==> src/rtl/serial_adder_ctrl.sv <==
// ============================================================================
//  Module   : serial_adder_ctrl
//  Brief    : Bit-serial adder; one full-adder cell stepped LSB first.
//  Revision : 1.0  initial release
// ============================================================================
`default_nettype none

module serial_adder_ctrl #(
    parameter int WIDTH = 8
) (
    input  logic             clk,
    input  logic             rst,
    input  logic             start,
    input  logic [WIDTH-1:0] a,
    input  logic [WIDTH-1:0] b,
    input  logic             cin,
    output logic             ready,
    output logic             busy,
    output logic             done,
    output logic [WIDTH-1:0] sum,
    output logic             co
);

    localparam int CW = (WIDTH > 1) ? $clog2(WIDTH) : 1;
    localparam logic [CW-1:0] C_LAST = CW'(WIDTH - 1);

    typedef enum logic [1:0] {
        S_IDLE = 2'd0,
        S_RUN  = 2'd1,
        S_DONE = 2'd2
    } state_t;

    state_t           r_state;
    logic [WIDTH-1:0] r_sa;
    logic [WIDTH-1:0] r_sb;
    logic [WIDTH-1:0] r_acc;
    logic             r_c;
    logic [CW-1:0]    r_cnt;

    logic             w_fs;
    logic             w_fc;
    logic [WIDTH-1:0] w_acc_next;

    assign w_fs       = r_sa[0] ^ r_sb[0] ^ r_c;
    assign w_fc       = (r_sa[0] & r_sb[0]) | ((r_sa[0] ^ r_sb[0]) & r_c);
    assign w_acc_next = {w_fs, r_acc[WIDTH-1:1]};

    assign ready = (r_state == S_IDLE);
    assign busy  = (r_state == S_RUN);

    always_ff @(posedge clk) begin
        if (rst) begin
            r_state <= S_IDLE;
            r_sa    <= '0;
            r_sb    <= '0;
            r_acc   <= '0;
            r_c     <= 1'b0;
            r_cnt   <= '0;
            sum     <= '0;
            co      <= 1'b0;
            done    <= 1'b0;
        end else begin
            done <= 1'b0;
            case (r_state)
                S_IDLE: begin
                    if (start) begin
                        r_sa    <= a;
                        r_sb    <= b;
                        r_c     <= cin;
                        r_cnt   <= '0;
                        r_acc   <= '0;
                        r_state <= S_RUN;
                    end
                end
                S_RUN: begin
                    r_acc <= w_acc_next;
                    r_c   <= w_fc;
                    r_sa  <= r_sa >> 1;
                    r_sb  <= r_sb >> 1;
                    r_cnt <= r_cnt + 1'b1;
                    // Result registers load on the edge entering DONE so they are valid with done.
                    if (r_cnt == C_LAST) begin
                        sum     <= w_acc_next;
                        co      <= w_fc;
                        done    <= 1'b1;
                        r_state <= S_DONE;
                    end
                end
                S_DONE: begin
                    r_state <= S_IDLE;
                end
                default: begin
                    r_state <= S_IDLE;
                end
            endcase
        end
    end

endmodule

`default_nettype wire

==> config.mk <==
export PLATFORM = sky130hd
export DESIGN_NAME = serial_adder_ctrl
export DESIGN_NICKNAME = d
export VERILOG_FILES = /design/src/rtl/serial_adder_ctrl.sv
export SDC_FILE = /design/constraint.sdc
export NUM_CORES = 1
export LEC_CHECK = 0
export ABC_CLOCK_PERIOD_IN_PS = 4400
export CAP_MARGIN = 20
export CORE_MARGIN = 1
export CORE_UTILIZATION = 54
export DETAILED_ROUTE_END_ITERATION = 8
export GPL_ROUTABILITY_DRIVEN = 0
export PLACE_DENSITY = 0.8
export SLEW_MARGIN = 20
export SYNTH_ARGS = -nofsm -noshare
export SYNTH_HDL_FRONTEND = slang
export SYNTH_SLANG_ARGS = --single-unit
==> constraint.sdc <==
create_clock -name clk -period 4.4 [get_ports clk]
set_input_delay 0.66 -clock clk [delete_from_list [all_inputs] [get_ports clk]]
set_output_delay 0.66 -clock clk [all_outputs]
set_load 0.01 [all_outputs]
==> summary.md <==
| Metric | Value |
|---|---|
| Status | `complete, but fails checks` |
| Failing checks | `DRC` |
| # nets final | `212` |
| Crit path buffers/inverters | `2` |
| Initial DRC Count | `56` |
| Syn Inst Count | `162` |
| Hold crit path type | `reg2reg` |
| Hold path depth | `2` |
| First-pass GRT wire length | `4990 um` |
| Static leakage | `0.706 nW` |
| Worst path slowest cell | `clkdlybuf4s50_1` |
| R2R cell count | `5` |
| Worst-Margin Slew | `0.872 ns` |
| Clk network pwr share | `30.9%` |
| Synth Area per Inst | `10.0 sq um` |
| Vias | `1,257` |
| Clock skew | `0.00767 ns` |
| Min-delay src | `r_acc[1]` |
| Die Y | `56.8 um` |
| Filler Cells Inserted | `213` |
| Max-cap violation count | `0` |
| Reg-to-reg endpoint | `co` |
| Seq pwr share | `57.3%` |
| Logic pwr share | `11.9%` |
| Detailed placer's ending HPWL | `2020 um` |
| Max rail drop VDD | `0.177 mV` |
| Resize count post-CTS | `0` |
| Largest net degree at the start of global routing | `40` |
| Buffers added on ports | `31` |
| Core Rows | `19` |
| Core ar. | `0.00281 sq mm` |
| Post-CTS Hold Fix Bufs | `0` |
| Sw frac | `24.0%` |
| CP max stage delay | `0.61 ns` |
| Pre-Repair DR Iteration Count | `7` |
| Via density per instance | `5.69` |
| Crit path max-delay family | `buffers and inverters` |
| Worst-Skew Late Latency | `0.34 ns` |
| Critical Path End Type | `primary output` |
| # clock sinks | `39` |
| F_max | `0.383 GHz` |
| Int Pwr | `0.503 mW` |
| End of the worst hold path | `sum[0]` |
| Crit path kind | `reg2out` |
| Setup TNS | `0 ns` |
| Final hold violation count | `0` |
| Average wire per standard cell | `13.7 um` |
| FF-to-FF setup slack | `2.49 ns` |
| Yosys Warn Count | `0` |
| Required @ worst endpoint | `3.74 ns` |
| I/O pins | `32` |
| P per Cell Area | `337 mW/mm^2` |
| Initial Utilization | `57.8%` |
| Seq/Total Area, Yosys | `48.2%` |
| Arr. time, crit path | `1.95 ns` |
| Reg clk slew, reported paths | `0.11 ns` |
| Root buf cell | `clkbuf_4` |
| Area Overhead vs Synth | `21.3%` |
| Startpoint Class | `flop` |
| H-Tree Depth | `2` |
| CTS buffer count | `5` |
| #FFs+latches synth | `39` |
| Period minus WS final | `2.61 ns` |
| Chip Width | `56.8 um` |
| Synth cell types | `24` |
| Critical path fanouts, max | `34` |
| Post-Route WL | `3040 um` |
| Proportion of layout cells with a drive suffix above 1 | `17.9%` |
| Dpl ws | `2.11 ns` |
| Longest Clk Path Bufs | `2` |
| Crit-path cells | `nor2b_2 > buf_4 > clkdlybuf4s50_1` |
| RSZ-0062 raised after global routing | `false` |
| Sw power | `0.159 mW` |
| Max Slew Vio Count | `0` |
| Setup ws final | `1.79 ns` |
| Post-synthesis cell area | `0.00162 sq mm` |
| Initial antenna violation count | `0` |
| Tcrit/Tclk final | `59.4%` |
| Vias in the first global route | `1,172` |
| Antenna cells | `0` |
| Setup repair bufs after CTS | `0` |
| Grt total ovfl | `0` |
| Syn nets | `185` |
| Die footprint | `0.00322 sq mm` |
| Post-DRT Antenna Nets | `0` |
| Worst r2r src | `r_cnt[0]` |
| CTS tree | `built` |
| # DRC | `6` |
| Rel. slew slack | `41.8%` |
| Gr usage total | `20.3%` |
| Final setup viols | `0` |
[layer usage]
layer	share of wire (%)	wire length [um]	GRT usage [%]	vias to the layer above
li1	-	-	-	624
met1	44	1330	24.6	584
met2	48	1450	32.8	42
met3	6.4	194	5.07	7
met4	1.9	57	11.1	0
met5	0	0	0	-
[area by class of cell]
| cell class | count | area [sq um] | area share [%] |
|---|---|---|---|
| clock buffer | 8 | 68.8 | 3.50 |
| timing repair buffer | 33 | 325 | 16.5 |
| sequential | 39 | 781 | 39.7 |
| tap | 31 | 38.8 | 1.97 |
| multi-input combinational | 94 | 692 | 35.2 |
| inverter | 16 | 60.1 | 3.06 |
[sequential cells by signal, indices dropped and copies added, names as in the netlist]
register,flops
sum,8
r_cnt,3
r_state,2
r_sb,8
r_acc,7
r_c,1
co,1
r_sa,8
done,1
[worst reg2reg max path, delay by kind of cell, from the launching register on]
family / cells / cell delay, ns
flops: 1 / 0.37
simple gates: 2 / 0.51
mux: 1 / 0.27
fa+ha+maj: 2 / 0.65
[cells in the mapped netlist, drive strengths merged]
cell | instances | area (sq um)
dfxtp | 39 | 781
a21oi | 23 | 145
nor2 | 18 | 72.6
inv | 16 | 60.1
o221a | 15 | 169
buf | 10 | 78.8
a22oi | 9 | 67.6
nand2 | 9 | 36.3
nand3 | 8 | 80.1
clkbuf | 3 | 11.3
mux2i | 3 | 30.0
a32oi | 2 | 17.5
ha | 2 | 25.0
fa | 1 | 20.0
nand3b | 1 | 7.51
nor2b | 1 | 6.26
nor3 | 1 | 5.00
o21bai | 1 | 7.51
[stage by stage]
stage                     util (%)  total power, mW  instances  instance area (sq um)  hold WS (ns)
after CTS                     70.1            0.668        221                   1970         0.470
after floorplan                  -            0.440        162                   1620         0.438
after global placement        67.6            0.463        213                   1900         0.449
after global routing          70.1            0.694        221                   1970         0.498
final                         70.1            0.663        221                   1970         0.470
after detailed placement      67.6            0.466        213                   1900         0.446
[cells by family (layout without fill, tap and decap cells)]
group	Yosys count	count (layout)	share of synthesized area, %
fa+ha+maj	3	3	2.78
mux	3	3	1.85
simple gates	38	38	12.8
flops	39	39	48.2
compound gates	50	50	25.1
buf+inv	29	57	9.27
[placed cells by master (no fill, tap or decap), drive strengths merged]
cell type,instances
nor2b,1
nand2,9
clkdlybuf4s50,31
nor3,1
fa,1
a32oi,2
buf,2
clkbuf,8
a21oi,23
dfxtp,39
nand3,8
ha,2
o21bai,1
mux2i,3
nand3b,1
o221a,15
inv,16
nor2,18
a22oi,9
[how the worst max path moves through the flow]
stage	startpoint	endpoint	slack (ns)	depth (start not counted)
after global placement	r_state[0]	busy	2.23	3
after floorplan	r_state[0]	busy	2.89	3
after detailed placement	start	r_acc[6]	2.11	4
after CTS	r_state[0]	busy	1.80	3
final	r_state[0]	busy	1.79	3
after global routing	r_state[0]	busy	1.69	3
[power groups by stage]
stage                     Clock [mW]  Combinational [mW]  Sequential (mW)
after floorplan                    0              0.0553            0.385
after global placement             0              0.0765            0.387
after detailed placement           0              0.0785            0.388
after CTS                      0.210              0.0789            0.380
after global routing           0.226              0.0862            0.382
final                          0.204              0.0786            0.380
(Power assumes the default switching activity.)
